[config.mk]
export PLATFORM = sky130hd
export DESIGN_NAME = sio_sequencer
export DESIGN_NICKNAME = d
export VERILOG_FILES = /design/src/rtl/sio_pkg.sv /design/src/rtl/sio_fifo.sv /design/src/rtl/sio_sequencer.sv
export SDC_FILE = /design/constraint.sdc
export NUM_CORES = 1
export LEC_CHECK = 0
export ABC_AREA = 1
export BUFFER_PORTS_ARGS = -buffer_cell sky130_fd_sc_hd__buf_2
export CORE_MARGIN = 2
export CORE_UTILIZATION = 45
export CTS_BUF_LIST = sky130_fd_sc_hd__clkbuf_8
export DETAILED_ROUTE_END_ITERATION = 8
export SLEW_MARGIN = 20
export SYNTH_ARGS = -nofsm -noshare
export SYNTH_HDL_FRONTEND = slang
export SYNTH_HIERARCHICAL = 1
export SYNTH_SLANG_ARGS = --single-unit
[constraint.sdc]
create_clock -name clk -period 3.4 [get_ports clk]
set_clock_uncertainty 0.15 [all_clocks]
set_input_delay 0.68 -clock clk [delete_from_list [all_inputs] [get_ports clk]]
set_output_delay 0.68 -clock clk [all_outputs]
set_load 0.005 [all_outputs]
[src/rtl/sio_pkg.sv]
// Shared types and helpers for the serial-core host sequencer.
//   tx_state_e : TX holding-register loader states
//   DATA_W     : byte width on every data path
//   ptr_w()    : pointer width for a power-of-two FIFO depth
package sio_pkg;

    typedef enum logic [1:0] {
        TX_IDLE   = 2'd0,
        TX_LOAD   = 2'd1,
        TX_STROBE = 2'd2
    } tx_state_e;

    localparam int unsigned DATA_W = 8;

    function automatic int unsigned ptr_w(input int unsigned depth);
        return (depth > 1) ? $clog2(depth) : 1;
    endfunction

endpackage

[src/rtl/sio_fifo.sv]
// Byte FIFO with same-cycle push/pop.
//   clk_i, rst_i : clock, asynchronous active-high reset
//   push_i/data_i: write request and byte (dropped when full, unless popped too)
//   pop_i        : read request (ignored when empty)
//   data_o       : head entry, valid while !empty_o
//   full_o/empty_o: occupancy flags
// A push into an empty FIFO is only visible at data_o on the next cycle, so
// a same-cycle pop of an empty FIFO never returns the byte being pushed.
module sio_fifo
    import sio_pkg::*;
#(
    parameter int unsigned DEPTH = 4
) (
    input  logic              clk_i,
    input  logic              rst_i,
    input  logic              push_i,
    input  logic [DATA_W-1:0] data_i,
    input  logic              pop_i,
    output logic [DATA_W-1:0] data_o,
    output logic              full_o,
    output logic              empty_o
);

    localparam int unsigned      PW       = ptr_w(DEPTH);
    localparam logic [PW-1:0]    PTR_ONE  = 1;
    localparam logic [PW:0]      CNT_ONE  = 1;
    localparam logic [PW:0]      CNT_FULL = (PW+1)'(DEPTH);

    logic [DATA_W-1:0] mem_q [DEPTH];
    logic [PW-1:0]     wr_ptr_q, wr_ptr_d;
    logic [PW-1:0]     rd_ptr_q, rd_ptr_d;
    logic [PW:0]       count_q, count_d;
    logic              pop_ok;
    logic              push_ok;

    assign empty_o = (count_q == '0);
    assign full_o  = (count_q == CNT_FULL);
    assign data_o  = mem_q[rd_ptr_q];

    // A pop of a full FIFO frees the slot for a push in the same cycle.
    assign pop_ok  = pop_i && !empty_o;
    assign push_ok = push_i && (!full_o || pop_ok);

    always_comb begin
        wr_ptr_d = wr_ptr_q;
        rd_ptr_d = rd_ptr_q;
        count_d  = count_q;
        if (push_ok) begin
            wr_ptr_d = wr_ptr_q + PTR_ONE;
        end
        if (pop_ok) begin
            rd_ptr_d = rd_ptr_q + PTR_ONE;
        end
        if (push_ok && !pop_ok) begin
            count_d = count_q + CNT_ONE;
        end else if (pop_ok && !push_ok) begin
            count_d = count_q - CNT_ONE;
        end
    end

    always_ff @(posedge clk_i or posedge rst_i) begin
        if (rst_i) begin
            wr_ptr_q <= '0;
            rd_ptr_q <= '0;
            count_q  <= '0;
            for (int unsigned i = 0; i < DEPTH; i++) begin
                mem_q[i] <= '0;
            end
        end else begin
            wr_ptr_q <= wr_ptr_d;
            rd_ptr_q <= rd_ptr_d;
            count_q  <= count_d;
            if (push_ok) begin
                mem_q[wr_ptr_q] <= data_i;
            end
        end
    end

endmodule

[src/rtl/sio_sequencer.sv]
// Host-side sequencer for the serial core.
//   clk, reset        : system clock, asynchronous active-high reset
//   en                : core-rate enable; all core-facing sampling/driving waits for it
//   tx_wr/tx_data     : CPU push into the TX FIFO; tx_full back-pressure
//   rx_rd/rx_data     : CPU pop of the RX FIFO; rx_empty flags no data
//   stat_clr          : clears the sticky ovr_err / frm_err / timeout flags
//   tx_busy           : anything still queued, held or shifting
//   ser_dw/ser_addr_dw: byte and write strobe to the core holding register
//   ser_sdo_compl/finish, ser_sdi_compl, ser_framerr, ser_dr: core status/data
//
// TX loader states:
//   state     | meaning
//   TX_IDLE   | waiting for a queued byte and an empty holding register
//   TX_LOAD   | next en: pop FIFO head onto ser_dw, raise ser_addr_dw
//   TX_STROBE | next en: drop ser_addr_dw, return to idle
module sio_sequencer
    import sio_pkg::*;
#(
    parameter int unsigned TX_DEPTH = 4,
    parameter int unsigned RX_DEPTH = 4,
    parameter int unsigned TMO_W    = 10
) (
    input  logic              clk,
    input  logic              reset,
    input  logic              en,
    input  logic              tx_wr,
    input  logic [DATA_W-1:0] tx_data,
    output logic              tx_full,
    input  logic              rx_rd,
    output logic [DATA_W-1:0] rx_data,
    output logic              rx_empty,
    input  logic              stat_clr,
    output logic              ovr_err,
    output logic              frm_err,
    output logic              timeout,
    output logic              tx_busy,
    output logic [DATA_W-1:0] ser_dw,
    output logic              ser_addr_dw,
    input  logic              ser_sdo_compl,
    input  logic              ser_sdo_finish,
    input  logic              ser_sdi_compl,
    input  logic              ser_framerr,
    input  logic [DATA_W-1:0] ser_dr
);

    localparam logic [TMO_W-1:0] TMO_ONE  = 1;
    // The count that is one increment short of all-ones: the increment that
    // would reach 2^TMO_W-1 fires the timeout and rearms the counter at zero.
    localparam logic [TMO_W-1:0] TMO_LAST = {{(TMO_W-1){1'b1}}, 1'b0};

    // ---------------------------------------------------------------
    // Core status edge detection (sampled only on en)
    // ---------------------------------------------------------------
    logic sdo_q, sdi_q, frm_q;
    logic sdo_rise, sdi_rise, frm_rise;

    assign sdo_rise = en && ser_sdo_compl && !sdo_q;
    assign sdi_rise = en && ser_sdi_compl && !sdi_q;
    assign frm_rise = en && ser_framerr   && !frm_q;

    always_ff @(posedge clk or posedge reset) begin
        if (reset) begin
            sdo_q <= 1'b0;
            sdi_q <= 1'b0;
            frm_q <= 1'b0;
        end else if (en) begin
            sdo_q <= ser_sdo_compl;
            sdi_q <= ser_sdi_compl;
            frm_q <= ser_framerr;
        end
    end

    // ---------------------------------------------------------------
    // FIFOs
    // ---------------------------------------------------------------
    logic              tx_empty;
    logic              tx_pop;
    logic [DATA_W-1:0] tx_head;
    logic              rx_full;
    logic              rx_accept;
    logic              ovr_set;

    sio_fifo #(.DEPTH(TX_DEPTH)) u_tx_fifo (
        .clk_i   (clk),
        .rst_i   (reset),
        .push_i  (tx_wr),
        .data_i  (tx_data),
        .pop_i   (tx_pop),
        .data_o  (tx_head),
        .full_o  (tx_full),
        .empty_o (tx_empty)
    );

    // A full RX FIFO still takes the byte when the CPU pops in the same cycle.
    assign rx_accept = sdi_rise && (!rx_full || rx_rd);
    assign ovr_set   = sdi_rise && !rx_accept;

    sio_fifo #(.DEPTH(RX_DEPTH)) u_rx_fifo (
        .clk_i   (clk),
        .rst_i   (reset),
        .push_i  (rx_accept),
        .data_i  (ser_dr),
        .pop_i   (rx_rd),
        .data_o  (rx_data),
        .full_o  (rx_full),
        .empty_o (rx_empty)
    );

    // ---------------------------------------------------------------
    // TX loader FSM
    // ---------------------------------------------------------------
    tx_state_e         state_q, state_d;
    logic [DATA_W-1:0] ser_dw_q, ser_dw_d;
    logic              addr_dw_q, addr_dw_d;
    logic              hold_empty_q, hold_empty_d;

    always_ff @(posedge clk or posedge reset) begin
        if (reset) begin
            state_q      <= TX_IDLE;
            ser_dw_q     <= '0;
            addr_dw_q    <= 1'b0;
            hold_empty_q <= 1'b1;
        end else begin
            state_q      <= state_d;
            ser_dw_q     <= ser_dw_d;
            addr_dw_q    <= addr_dw_d;
            hold_empty_q <= hold_empty_d;
        end
    end

    always_comb begin
        state_d = state_q;
        if (en) begin
            case (state_q)
                TX_IDLE:   if (!tx_empty && hold_empty_q) state_d = TX_LOAD;
                TX_LOAD:   state_d = TX_STROBE;
                TX_STROBE: state_d = TX_IDLE;
                default:   state_d = TX_IDLE;
            endcase
        end
    end

    always_comb begin
        tx_pop       = 1'b0;
        ser_dw_d     = ser_dw_q;
        addr_dw_d    = addr_dw_q;
        hold_empty_d = hold_empty_q;
        if (sdo_rise) begin
            hold_empty_d = 1'b1;
        end
        if (en) begin
            case (state_q)
                TX_LOAD: begin
                    tx_pop       = 1'b1;
                    ser_dw_d     = tx_head;
                    addr_dw_d    = 1'b1;
                    // Placed after the sdo_rise set so a coincident edge loses.
                    hold_empty_d = 1'b0;
                end
                TX_STROBE: begin
                    addr_dw_d = 1'b0;
                end
                default: begin
                end
            endcase
        end
    end

    assign ser_dw      = ser_dw_q;
    assign ser_addr_dw = addr_dw_q;
    assign tx_busy     = !tx_empty || !hold_empty_q || !ser_sdo_finish;

    // ---------------------------------------------------------------
    // Sticky status and receive idle timeout
    // ---------------------------------------------------------------
    logic             ovr_q, ovr_d;
    logic             frm_err_q, frm_err_d;
    logic             timeout_q, timeout_d;
    logic             tmo_arm_q, tmo_arm_d;
    logic [TMO_W-1:0] tmo_cnt_q, tmo_cnt_d;
    logic             tmo_set;

    always_comb begin
        tmo_arm_d = tmo_arm_q;
        tmo_cnt_d = tmo_cnt_q;
        tmo_set   = 1'b0;
        // Accepted and dropped bytes both count as receive activity.
        if (sdi_rise) begin
            tmo_arm_d = 1'b1;
            tmo_cnt_d = '0;
        end else if (en && tmo_arm_q) begin
            if (tmo_cnt_q == TMO_LAST) begin
                tmo_set   = 1'b1;
                tmo_arm_d = 1'b0;
                tmo_cnt_d = '0;
            end else begin
                tmo_cnt_d = tmo_cnt_q + TMO_ONE;
            end
        end
    end

    // Clear first, set last: a set in the same cycle as stat_clr survives.
    always_comb begin
        ovr_d     = ovr_q;
        frm_err_d = frm_err_q;
        timeout_d = timeout_q;
        if (stat_clr) begin
            ovr_d     = 1'b0;
            frm_err_d = 1'b0;
            timeout_d = 1'b0;
        end
        if (ovr_set)  ovr_d     = 1'b1;
        if (frm_rise) frm_err_d = 1'b1;
        if (tmo_set)  timeout_d = 1'b1;
    end

    always_ff @(posedge clk or posedge reset) begin
        if (reset) begin
            ovr_q     <= 1'b0;
            frm_err_q <= 1'b0;
            timeout_q <= 1'b0;
            tmo_arm_q <= 1'b0;
            tmo_cnt_q <= '0;
        end else begin
            ovr_q     <= ovr_d;
            frm_err_q <= frm_err_d;
            timeout_q <= timeout_d;
            tmo_arm_q <= tmo_arm_d;
            tmo_cnt_q <= tmo_cnt_d;
        end
    end

    assign ovr_err = ovr_q;
    assign frm_err = frm_err_q;
    assign timeout = timeout_q;

endmodule

After elaboration in Yosys (flattened, before gate mapping):

Index checks and enable logic that the tools add are counted.

* output and inout bits: 23
* logic and storage cells: 142
* register bits: 107
* input bits: 26

* multiplexer cells: 37
* equality and inequality tests: 6
* order comparisons: 6
* bitwise gates (word level): 4
* add/sub/neg operators: 9
* reductions and logical operators: 54

Operators with widths (number)
* $bwmux W32: 2
* $mux W8: 6
* $bmux W8 S2: 2
* $demux W8 S2: 2
* $mux W10: 3
* $logic_and A1 B1 Y1: 20
* $reduce_bool A2 Y1: 8
* $mux W1: 15
* $logic_not A1 Y1: 14
* $ge A3 B3 Y1 const B: 4
* $mux W3: 4
* $not A2 Y3: 4
* $add A10 B1 Y10 const B: 1
* $eq A10 B10 Y1 const B: 1
* $add A2 B1 Y2 const B: 4
* $reduce_and A2 Y1: 4
* $add A3 B1 Y3 const B: 2
* $eq A3 B3 Y1 const B: 2
* $logic_not A3 Y1: 2
* $lt A3 B1 Y1 const B: 2
* $sub A3 B1 Y3 const B: 2
* $logic_or A1 B1 Y1: 5
* $pmux W2 S2: 1
* $eq A2 B1 Y1 const B: 1
* 5 further kinds: 5

Logic depth before layout (Yosys ltp):

Gate-level depths: netlist of run 1.

* word-level depth: 10
* depth in mapped cells: 16
* gate-level depth less buffers: 15

Modules after synthesis:

The synthesis of run 1 kept the hierarchy.

By module, submodules not included
* sio_fifo at u_rx_fifo: seq. area each 975.9 um^2, times used 1, cells an instance 234, area an instance 2030.7 um^2
* sio_fifo at u_tx_fifo: seq. area each 975.9 um^2, times used 1, cells an instance 234, area an instance 1996.9 um^2
* sio_sequencer: seq. area each 726.9 um^2, times used 1, cells an instance 177, area an instance 1413.9 um^2

Worst setup path after synthesis of run 1:

No wires, ideal clock.

* kind: in2reg
* start: input en
* end: register u_tx_fifo.count_q[1]
* path slack: 0.680 ns
* buffers on the path: 1
* data arrival time: 2.445 ns
* data required time: 3.125 ns
* setup time: 0.125 ns
* stages: 11
* path through: nand2_1 -> clkinv_1 -> inv_1 -> nand3_2 -> buf_6 -> nand2_2 -> inv_1 -> ha_1 -> inv_1 -> fa_1 -> mux2_2

* elaborated cells on any way between the ends: 10
* those cells by class: mux: 2; reduce/logical: 8

RTL lines
* start: declaration: line sio_sequencer.sv:25 `input logic en,`
* $mux W1: line sio_sequencer.sv:151 `if (en) begin`
* via tx_pop: line sio_sequencer.sv:77 `logic tx_pop;`
* $logic_and A1 B1 Y1: line sio_fifo.sv:41 `assign pop_ok = pop_i && !empty_o;`
* $logic_or A1 B1 Y1: line sio_fifo.sv:42 `assign push_ok = push_i && (!full_o || pop_ok);`
* $logic_and A1 B1 Y1: line sio_fifo.sv:42
* via u_tx_fifo.push_ok: line sio_fifo.sv:34 `logic push_ok;`
* $logic_and A1 B1 Y1: line sio_fifo.sv:54 `if (push_ok && !pop_ok) begin`
* $mux W3: line sio_fifo.sv:54
* via u_tx_fifo.count_d[1]: line sio_fifo.sv:32 `logic [PW:0] count_q, count_d;`
* end signal: assignment: line sio_fifo.sv:72 `count_q <= count_d;`
* end: declaration: line sio_fifo.sv:32

The timed path passes the listed nets, and every way through them passes these cells.
A chain may end at the register's enable or synchronous reset.

Worst setup path after layout of run 1:

* start: register state_q[1]
* end: register u_tx_fifo.count_q[1]

* elaborated cells on any way between the ends: 12
* those cells by class: eq/ne: 1; mux: 3; reduce/logical: 8

RTL lines
* start: declaration: line sio_sequencer.sv:112 `tx_state_e state_q, state_d;`
* start signal: assignment: line sio_sequencer.sv:124 `state_q <= state_d;`
* $eq A2 B1 Y1: line sio_sequencer.sv:152 `case (state_q)`
* $mux W1: line sio_sequencer.sv:152
* $mux W1: line sio_sequencer.sv:151
* via tx_pop: line sio_sequencer.sv:77
* $logic_and A1 B1 Y1: line sio_fifo.sv:41
* $logic_or A1 B1 Y1: line sio_fifo.sv:42
* $logic_and A1 B1 Y1: line sio_fifo.sv:42
* via u_tx_fifo.push_ok: line sio_fifo.sv:34
* $logic_and A1 B1 Y1: line sio_fifo.sv:54
* $mux W3: line sio_fifo.sv:54
* via u_tx_fifo.count_d[1]: line sio_fifo.sv:32

The timed path passes the listed nets, and every way through them passes these cells.

==> out/metrics.yaml, run 1 <==
synth:
  yosysWarnings: 6
  synth_top_family_by_area: "simple AND/OR/NAND/NOR gates"
  ys.flop_type: "dfrtp_1"
  synthTopCellsByArea: "dfrtp_1, nand2_1, nand4_1"
  synth.top_cell.area_share_pct: 48.75
  synthDistinctLibCells: 30
  yosys.area.top_type: "dfrtp_1"
  number_of_flops_mapped_to_enable_cells_by_yosys: 0
  synth.avg_cell_area_um2: 8.436
  synth-adder-area-share_pct: 4.415
  synth_most_common_cell: "nand2_1"
  fraction_of_the_yosys_area_taken_by_sequential_cells_pct: 49.23
  async_reset_ff_share_pct: 100.0
  syn-instance-count: 645
  post_synth_xor_area_fraction_pct: 1.771
  ys_top_cells_by_count: "nand2_1, dfrtp_1, nand4_1"
  synthMuxAreaShare_pct: 0.4139
  post_synthesis_simple_gate_area_fraction_pct: 29.68
  synth-compound-area-share_pct: 6.392
  mappedNetlistArea_mm2: 0.005441
  ys_ff_latch: 107
  synth_nets: 689
timing:
  final.min_clock_period_ns: 2.615
  setup-violations-final: 0
  final_max_slew_viol_count: 0
  fin_setup_tns_ns: 0
  max_slew_margin_pct: 53.65
  rsz0062_at_grt: "no"
  tightestPinTransition_ns: 0.6945
  layout_worst_path_cycle_share_pct: 76.92
  final-hold-violation-count: 0
  achievable-frequency_mhz: 382.4
worst_setup_path:
  r2r_slack_ns: 0.78
  crit_fanout: 11
  startpoint: "state_q[1]"
  critical_path.endpoint_type: "flip-flop"
  critPathMaxStageDelay_ns: 0.42
  worst_ep_arrival_time_ns: 2.75
  crit_path_top_delay_cell: "fa_1"
  cpMostUsedCell: "inv_1"
  crit_chain: "inv_1, ha_1, nand2_1, clkinv_1, inv_1, nand3_2, nand2_2, inv_1, ha_1, inv_1, fa_1, mux2_2"
  rr_startpoint: "state_q[1]"
  crit_path_launch_type: "flip-flop"
  criticalPathCategory: "reg -> reg"
  critPathRequiredTime_ns: 3.53
floorplan:
  design.core.area_mm2: 0.01191
  die_height_um: 114.0
  rows: 40
  die_w_um: 114.0
  die_area_mm2: 0.01299
  floorplan.initialDensity_pct: 45.68
  num_io_pins: 49
power:
  p_leak_nw: 3.051
  pwr_density_cell_mw_per_mm2: 848.1
  worst_supply_voltage_drop_on_vdd_mv: 0.3163
  p_total_w: 0.005009
final_layout:
  postLayoutCellArea_mm2: 0.005906
  n_antenna_cell: 0
  drive_above_1_share_pct: 14.18
  syn_to_final_growth_pct: 8.531
  final_net_count: 723
drt:
  drt_iter0_markers: 356
  total_drc_errors_in_the_routed_layout: 0
  post_drt_via_cell_ratio: 5.320
  routed-via-count: 4421
  routed_wire_length_per_instance_um: 14.72
  firstDrtPassIters: 5
  antenna_left: 0
  routed_wl_um: 12230
clocking:
  cts.hold.buffers_added: 0
  cts.sink_count: 107
  postCtsSetupBuffers: 0
  latest_clock_arrival_within_the_worst_skew_pair_ns: 0.40
  tritoncts: "done"
  cts_htree_levels: 3
  post_cts_resize_count: 0
  clkTransAtPathRegs_ns: 0.10
  cts_buffers: 9
  clk_path_buf_depth: 2
  cts-root-buf: "clkbuf_8"
status:
  run_status: "finished clean"
grt:
  grt_pass1_vias: 4388
  grt_usage_pct: 20.63
  grt_first_pass_wirelength_um: 21200
  grt_start_max_net_pins: 38
  antenna_found_initial: 0
  globalRouteOverflowTotal: 0
placed_design:
  hpwlAfterDp_um: 8441
  io_buffer_count: 48
  detailed_place.area_mm2: 0.005684
  gp_congestion: 0.8119
run:
  cap_viol_max_count: 0
hold_path:
  path_category_of_the_worst_min_delay_check: "in -> async"
-- registers in the layout (all words and copies together) (netlist names) --
register and count:
frm_err 1, frm_q 1, hold_empty_q 1, ovr_err 1, sdi_q 1, sdo_q 1, ser_addr_dw 1, ser_dw 8
state_q 2, timeout 1, tmo_arm_q 1, tmo_cnt_q 10, u_rx_fifo/count_q 3, u_rx_fifo/mem_q 32, u_rx_fifo/rd_ptr_q 2, u_rx_fifo/wr_ptr_q 2
u_tx_fifo/count_q 3, u_tx_fifo/mem_q 32, u_tx_fifo/rd_ptr_q 2, u_tx_fifo/wr_ptr_q 2
-- path summary, 6_finish.rpt --
check	endpoint	cells past startpoint
max	u_tx_fifo/count_q[1]	12
min	ser_dw[3]	3
max reg2reg	u_tx_fifo/count_q[1]	12
min reg2reg	frm_err	1
max in group asynchronous	u_rx_fifo/mem_q[15]	3
min in group clk	frm_err	1
-- power breakdown --
part,switching [W],internal [W],leakage [nW],total [W]
registers,0.000422,0.00181,1.34,0.00223
clock network,0.000470,0.000419,0.106,0.000888
logic,0.00114,0.000748,1.60,0.00189
total,0.00204,0.00297,3.05,0.00501
-- cell usage in the layout (no fill, tap or decap) --
cell / n
nand2_1: 207
dfrtp_1: 106
nand4_1: 67
nor2_1: 50
buf_2: 48
inv_1: 44
o21ai_0: 41
o22ai_1: 17
ha_1: 16
nand3_1: 15
nand3_2: 10
clkbuf_8: 9
buf_4: 9
xor2_1: 7
inv_2: 5
a21oi_1: 4
xnor2_1: 4
nor2_2: 3
nand2_2: 2
inv_6: 2
bufinv_16: 2
clkinvlp_4: 2
nor3_1: 2
nand3b_1: 2
mux2_2: 2
fa_1: 2
o21ai_1: 1
clkinv_1: 1
a21oi_2: 1
a31oi_1: 1
clkinv_2: 1
dfstp_2: 1
-- area by class of cell --
cell class                      count  area, um2
Multi-Input combinational cell    454       2326
Fill cell                        1182       6006
Tap cell                          147      183.9
Sequential cell                   107       2679
Timing Repair Buffer               57      307.8
Inverter                           50      187.7
Clock inverter                      7      97.59
Clock buffer                        9      123.9
-- through the flow --
step,hold slack [ns],instances,utilization (%),worst slack [ns]
5_1_grt,0.2589,831,49.58,0.5702
2_1_floorplan,0.2843,645,-,0.6801
4_1_cts,0.2230,831,49.58,0.7699
3_5_place_dp,0.3032,815,47.72,0.5263
6_report,0.2166,831,49.58,0.7846
3_3_place_gp,0.2983,815,47.72,0.6060
-- critical path: cells and delay by family (launching register included) --
kind / cells / cell delay, ns
adders and majority gates: 3 / 0.80
buffers and inverters: 5 / 0.65
DFF: 1 / 0.36
muxes: 1 / 0.28
and+or+nand+nor: 3 / 0.27
-- kinds of logic after synthesis --
kind of cell               after synthesis
buffers and inverters                   84
muxes                                    2
and+or+nand+nor                        358
AOI/OAI and AO/OA                       65
adders and majority gates               18
xor gates and xnor gates                11
DFF                                    107
-- metal layers --
| metal | routed length (um) | global-route usage (%) | up-vias |
|---|---|---|---|
| li1 | - | - | 2195 |
| met1 | 5547 | 27.30 | 2087 |
| met2 | 5842 | 33.65 | 121 |
| met3 | 559 | 3.932 | 18 |
| met4 | 280 | 8.130 | 0 |
| met5 | 0 | 0 | - |
Note: power is estimated with default switching activity, not from simulation.
==> inputs of run 2 (changes only) <==
--- a/config.mk
+++ b/config.mk
@@ -5,12 +5,13 @@
 export SDC_FILE = /design/constraint.sdc
 export NUM_CORES = 1
 export LEC_CHECK = 0
-export ABC_AREA = 1
+export ABC_AREA = 0
 export BUFFER_PORTS_ARGS = -buffer_cell sky130_fd_sc_hd__buf_2
 export CORE_MARGIN = 2
 export CORE_UTILIZATION = 45
 export CTS_BUF_LIST = sky130_fd_sc_hd__clkbuf_8
 export DETAILED_ROUTE_END_ITERATION = 8
+export PLACE_DENSITY = 0.66
 export SLEW_MARGIN = 20
 export SYNTH_ARGS = -nofsm -noshare
 export SYNTH_HDL_FRONTEND = slang
==> constraint.sdc (replaced) <==
create_clock -name clk -period 2.37 [get_ports clk]
set_clock_uncertainty 0.15 [all_clocks]
set_input_delay 0.474 -clock clk [delete_from_list [all_inputs] [get_ports clk]]
set_output_delay 0.474 -clock clk [all_outputs]
set_load 0.005 [all_outputs]
==> run 2 against run 1 <==
Critical path type unchanged. Highest routed layer unchanged. Routed wire length decreased by 21%. Sequential power increased by 45%. Fmax grew 13%. Core utilization is 3.4 points higher. Synthesized cell count shrank 46%.
==> out/metrics.yaml, run 2 <==
floorplan:
  die_area_mm2: 0.01234
  num_io_pins: 49
  floorplan.initialDensity_pct: 45.57
  design.core.area_mm2: 0.01132
  die_w_um: 111.1
  die_height_um: 111.1
  rows: 39
synth:
  ys.flop_type: "dfrtp_1"
  synth.top_cell.area_share_pct: 51.42
  synth_nets: 395
  syn-instance-count: 351
  fraction_of_the_yosys_area_taken_by_sequential_cells_pct: 51.93
  yosys.area.top_type: "dfrtp_1"
  number_of_flops_mapped_to_enable_cells_by_yosys: 0
  ys_top_cells_by_count: "dfrtp_1, mux2_2, mux2_4"
  synthDistinctLibCells: 48
  synth_most_common_cell: "dfrtp_1"
  synth.avg_cell_area_um2: 14.70
  mappedNetlistArea_mm2: 0.005159
  ys_ff_latch: 107
  async_reset_ff_share_pct: 100.0
  yosysWarnings: 6
  synthTopCellsByArea: "dfrtp_1, mux2_2, mux2_4"
grt:
  grt_first_pass_wirelength_um: 16500
  globalRouteOverflowTotal: 0
  grt_usage_pct: 17.10
  global_route.peak_usage_layer: "met2"
  global_route.usage.met1_pct: 21.92
  grt_start_max_net_pins: 40
  grt_pass1_vias: 3205
  antenna_found_initial: 0
  groute.layer.met2.usage_pct: 28.02
  grt.met3_usage_pct: 4.593
clocking:
  clk_path_buf_depth: 2
  cts_buffers: 9
  tritoncts: "done"
  cts_htree_levels: 3
  clkTransAtPathRegs_ns: 0.10
  latest_clock_arrival_within_the_worst_skew_pair_ns: 0.39
  cts-root-buf: "clkbuf_8"
  cts.sink_count: 107
timing:
  setup-violations-final: 0
  final-hold-violation-count: 0
  finalWorstSetupSlack_ns: 0.06351
  rsz0062_at_grt: "yes"
  layout_worst_path_cycle_share_pct: 97.32
  max_slew_margin_pct: 65.27
  final.min_clock_period_ns: 2.306
  tightestPinTransition_ns: 0.5210
  achievable-frequency_mhz: 433.6
  final_max_slew_viol_count: 0
  timing.hold.ws_ns: 0.02058
power:
  worst_supply_voltage_drop_on_vdd_mv: 0.7622
  power_report.internal_total_w: 0.005024
  seq_power_share_pct: 44.3
  p_sw_share_pct: 31.18
  clock_power_share_pct: 15.8
  p_leak_nw: 2.740
  power.share.combinational_pct: 39.8
  pwr_density_cell_mw_per_mm2: 1217
  p_sw_w: 0.002276
hold_path:
  path_category_of_the_worst_min_delay_check: "in -> async"
worst_setup_path:
  crit_path_launch_type: "flip-flop"
  worst_ep_arrival_time_ns: 2.43
  criticalPathCategory: "reg -> reg"
  critPathRequiredTime_ns: 2.49
  reg2reg_depth: 7
  crit_fanout: 5
  critical_path.endpoint_type: "flip-flop"
final_layout:
  layout.cells.most_common_list: "dfrtp_1, buf_2, mux2_2, mux2_4, buf_4"
  final_net_count: 472
  n_antenna_cell: 0
  layout.cells.non_filler: 576
  syn_to_final_growth_pct: 16.25
  largest_registers: "u_rx_fifo/mem_q x32, u_tx_fifo/mem_q x32, tmo_cnt_q x10"
  postLayoutCoreUtil_pct: 52.97
  layout_commonest_cell: "dfrtp_1"
  drive_above_1_share_pct: 52.19
  postLayoutCellArea_mm2: 0.005997
drt:
  routed-via-count: 2980
  total_drc_errors_in_the_routed_layout: 0
  routed_wire_length_per_instance_um: 16.78
  drt_iter0_markers: 64
  post_drt_via_cell_ratio: 5.174
  routed_wl_um: 9668
  firstDrtPassIters: 4
  antenna_left: 0
placed_design:
  hpwlAfterDp_um: 6609
  detailed_place.area_mm2: 0.005699
  number_of_cells_in_the_design_after_placement: 552
  io_buffer_count: 48
  gp_congestion: 0.8079
  pre_cts_ws_ns: -0.09695
status:
  run_status: "finished clean"
run:
  cap_viol_max_count: 0
run 2: changes by cell type after synthesis, sizes merged, moves of 22 or more:
| cell | previous run | this run |
|---|---|---|
| nand2 | 209 | 14 |
| mux2 | 2 | 79 |
| nand4 | 67 | 2 |
| nor2 | 53 | 15 |
| o21ai | 42 | 8 |
| inv | 49 | 21 |
| nand3 | 25 | 2 |
| buf | 33 | 11 |
run 2: kinds of logic (layout without fill, tap and decap cells):
logic type      count (synthesis)  after routing  synth area share (%)
buf+inv                        32            114                 3.202
flops                         107            107                 51.93
xor+xnor                       19             19                 3.226
compound gates                 23             23                 3.250
simple gates                   57             57                 7.179
fa+ha+maj                      18             18                 4.657
mux                            95             95                 26.56
run 2: stage by stage:
| stage | power, W | TNS (ns) |
|---|---|---|
| finish | 0.007301 | 0 |
| global route | 0.007822 | -0.03566 |
| CTS | 0.007288 | 0 |
| detailed placement | 0.006100 | -0.09695 |
| global placement | 0.005936 | -0.04209 |
| floorplan | 0.005249 | -0.008351 |
run 2: repair_timing:
item,CTS,global route
hold buffers,0,0
endpoints found under the setup margin,0,4
buffers inserted,0,8
gates resized for setup,0,12
run 2: worst paths after layout:
path | from | endpoint | slack, ns
worst max-delay path | u_rx_fifo/count_q[0] | u_rx_fifo/count_q[1] | 0.06
worst min-delay path | reset | ser_dw[2] | 0.02
worst max register to register | u_rx_fifo/count_q[0] | u_rx_fifo/count_q[1] | 0.06
worst min register to register | frm_q | frm_err | 0.30
max in group asynchronous | reset | u_rx_fifo/count_q[1] | 1.65
min in group clk | stat_clr | timeout | 0.14
run 2: layout make-up:
cell class	instances	area [um2]
Fill cell	998	5324
Clock inverter	6	65.06
Clock buffer	10	137.6
Tap cell	143	178.9
Timing Repair Buffer	77	457.9
Multi-Input combinational cell	212	2394
Inverter	21	81.33
Sequential cell	107	2683
run 2: power groups by stage:
stage / registers, W / logic, W / clock network [W]
after floorplan: 0.00305 / 0.00220 / 0
after global placement: 0.00320 / 0.00273 / 0
after detailed placement: 0.00326 / 0.00284 / 0
after CTS: 0.00323 / 0.00285 / 0.00120
after global routing: 0.00335 / 0.00319 / 0.00128
final: 0.00324 / 0.00291 / 0.00115
run 2: critical path, stage by stage (launching register included):
cell and delay (ns):
dfrtp_2 0.46, or4b_4 0.57, nand2_2 0.09, inv_1 0.04, ha_2 0.17, inv_2 0.05, fa_1 0.39, mux2_4 0.28
run 2: metal layers:
layer	up-vias	wire, um
met4	0	166
met5	-	0
li1	1396	-
met1	1540	4339
met3	9	304
met2	35	4857
==> inputs of run 3 (changes only) <==
--- a/config.mk
+++ b/config.mk
@@ -6,12 +6,12 @@
 export NUM_CORES = 1
 export LEC_CHECK = 0
 export ABC_AREA = 0
+export ABC_CLOCK_PERIOD_IN_PS = 2200
 export BUFFER_PORTS_ARGS = -buffer_cell sky130_fd_sc_hd__buf_2
 export CORE_MARGIN = 2
 export CORE_UTILIZATION = 45
 export CTS_BUF_LIST = sky130_fd_sc_hd__clkbuf_8
 export DETAILED_ROUTE_END_ITERATION = 8
-export PLACE_DENSITY = 0.66
 export SLEW_MARGIN = 20
 export SYNTH_ARGS = -nofsm -noshare
 export SYNTH_HDL_FRONTEND = slang
==> constraint.sdc (replaced) <==
create_clock -name clk -period 2.2 [get_ports clk]
set_clock_uncertainty 0.15 [all_clocks]
set_input_delay 0.44 -clock clk [delete_from_list [all_inputs] [get_ports clk]]
set_output_delay 0.44 -clock clk [all_outputs]
set_load 0.005 [all_outputs]
==> run 3 against run 2 <==
Final cell count rose by 2.3%. Cell area rose by 2.7%. The flow now finishes with violations (setup timing). Largest power group unchanged. Sequential share of layout area fell by 1.2 points. Non-clock buffer count rose by 13.
==> out/metrics.yaml, run 3 (synthesis gave the netlist of run 2 again) <==
worst_setup_path:
  r2r_end: "u_tx_fifo/count_q[1]"
  crit_chain: "inv_2, ha_4, nand2_8, inv_4, nor4b_4, nor2b_2, ha_2, inv_2, fa_1, mux2_4"
  r2r_slack_ns: -0.003
  crit_path_launch_type: "flip-flop"
  reg2reg_depth: 10
  cpMostUsedCell: "inv_2"
  criticalPathCategory: "reg -> reg"
  startpoint: "state_q[1]"
  crit_fanout: 3
  critical_path_buffers_and_inverters: 3
  critPathMaxStageDelay_ns: 0.40
  critical-path-top-delay-family: "adder cells"
  rr_startpoint: "state_q[1]"
  critPathRequiredTime_ns: 2.32
  worst_ep_arrival_time_ns: 2.33
  critical_path.endpoint_type: "flip-flop"
  crit_path_top_delay_cell: "fa_1"
timing:
  achievable-frequency_mhz: 453.9
  final.min_clock_period_ns: 2.203
  layout_worst_path_cycle_share_pct: 100.1
  rsz0062_at_grt: "yes"
  final-hold-violation-count: 0
  setup-violations-final: 2
  timing.hold.ws_ns: 0.1082
  tightestPinTransition_ns: 0.5052
  finalWorstSetupSlack_ns: -0.002943
  final_max_slew_viol_count: 0
  max_slew_margin_pct: 66.32
drt:
  routed-via-count: 2970
  firstDrtPassIters: 4
  drt_iter0_markers: 78
  routed_wl_um: 9483
  antenna_left: 0
  routed_wire_length_per_instance_um: 16.10
  total_drc_errors_in_the_routed_layout: 0
  post_drt_via_cell_ratio: 5.042
placed_design:
  number_of_cells_in_the_design_after_placement: 564
  gp_congestion: 0.7013
  pre_cts_ws_ns: -0.1446
  hpwlAfterDp_um: 6544
  io_buffer_count: 48
floorplan:
  die_area_mm2: 0.01234
  num_io_pins: 49
  rows: 39
  design.core.area_mm2: 0.01132
  die_height_um: 111.1
  floorplan.initialDensity_pct: 45.57
  die_w_um: 111.1
clocking:
  cts-root-buf: "clkbuf_8"
  tritoncts: "done"
  latest_clock_arrival_within_the_worst_skew_pair_ns: 0.38
  clkTransAtPathRegs_ns: 0.10
  cts.sink_count: 107
  clk_path_buf_depth: 2
  cts_buffers: 9
  cts_htree_levels: 3
final_layout:
  n_antenna_cell: 0
  final_net_count: 485
  drive_above_1_share_pct: 52.47
  largest_registers: "u_rx_fifo/mem_q x32, u_tx_fifo/mem_q x32, tmo_cnt_q x10"
  num-fill-cells: 967
  layout.cells.most_common_list: "dfrtp_1, buf_2, mux2_2, buf_4, mux2_4"
  layout.cells.non_filler: 589
  layout_commonest_cell: "dfrtp_1"
  final-seq-area_mm2: 0.002679
  total_area_of_multi_input_combinational_cells_mm2: 0.002415
  syn_to_final_growth_pct: 19.40
grt:
  grt.met3_usage_pct: 4.593
  antenna_found_initial: 0
  groute.layer.met2.usage_pct: 28.14
  global_route.peak_usage_layer: "met2"
  grt_first_pass_wirelength_um: 16300
  grt_start_max_net_pins: 40
  globalRouteOverflowTotal: 0
  grt_pass1_vias: 3183
  grt_usage_pct: 16.86
  global_route.usage.met1_pct: 21.18
status:
  run_status: "finished with violations"
  violations: "setup timing"
power:
  worst_supply_voltage_drop_on_vdd_mv: 0.6829
  pwr_density_cell_mw_per_mm2: 1298
  p_total_w: 0.007998
  p_leak_nw: 2.838
hold_path:
  holdCritStartpoint: "stat_clr"
  worst_hold_path.endpoint: "timeout"
  hold-path-cell-count: 2
  path_category_of_the_worst_min_delay_check: "in -> reg"
run:
  cap_viol_max_count: 0
-- run 3: cell count changes in the layout (fill, tap and decap cells not counted), sizes merged --
| cell | previous run | this run |
|---|---|---|
| dlygate4sd3 | 0 | 1 |
| clkinvlp | 2 | 0 |
| clkbuf | 10 | 12 |
| inv | 23 | 24 |
| buf | 77 | 89 |
| bufinv | 1 | 0 |
-- run 3: metrics by stage --
step,TNS (ns),utilization [%],instance area [um2]
floorplan,-0.2659,-,5236
global placement,-0.1976,51.71,5854
detailed placement,-0.3130,51.71,5854
CTS,-0.02597,53.63,6071
global route,-0.3826,54.41,6160
finish,-0.004088,54.41,6160
-- run 3: timing repair --
action	in CTS	in global routing
buffers inserted	1	7
cloned	0	0
pin swaps	1	1
gates resized for setup	2	9
hold buffers	1	0
endpoints found under the setup margin	10	12
endpoints found under the hold margin	28	0
-- run 3: worst max-delay path by stage --
stage | cells after the start | to | slack [ns]
after global routing | 10 | u_tx_fifo/count_q[1] | -0.11
final | 10 | u_tx_fifo/count_q[1] | -0.003
after global placement | 8 | u_rx_fifo/count_q[1] | -0.11
after CTS | 10 | u_tx_fifo/count_q[1] | -0.02
after detailed placement | 8 | u_rx_fifo/count_q[1] | -0.14
after floorplan | 9 | u_tx_fifo/count_q[1] | -0.18
-- run 3: per-layer routing --
metal | wire length, um | share of wire (%)
met1 | 4252 | 45
met2 | 4789 | 51
met3 | 281 | 3.0
met4 | 159 | 1.7
met5 | 0 | 0
-- run 3: power breakdown --
group	switching [W]	internal [W]	total, W	leakage [nW]
Combinational	0.00120	0.00220	0.00340	1.43
Clock	0.000661	0.000504	0.00116	0.106
Sequential	0.000584	0.00285	0.00343	1.30
-- run 3: final cells by class --
type | instances | area share [%]
multi-input cells | 212 | 39.20
inverters | 21 | 1.320
clock buffers | 12 | 2.681
clock inverters | 4 | 0.4063
flip-flops and latches | 107 | 43.49
repair buffers | 90 | 9.994
well taps | 143 | 2.905
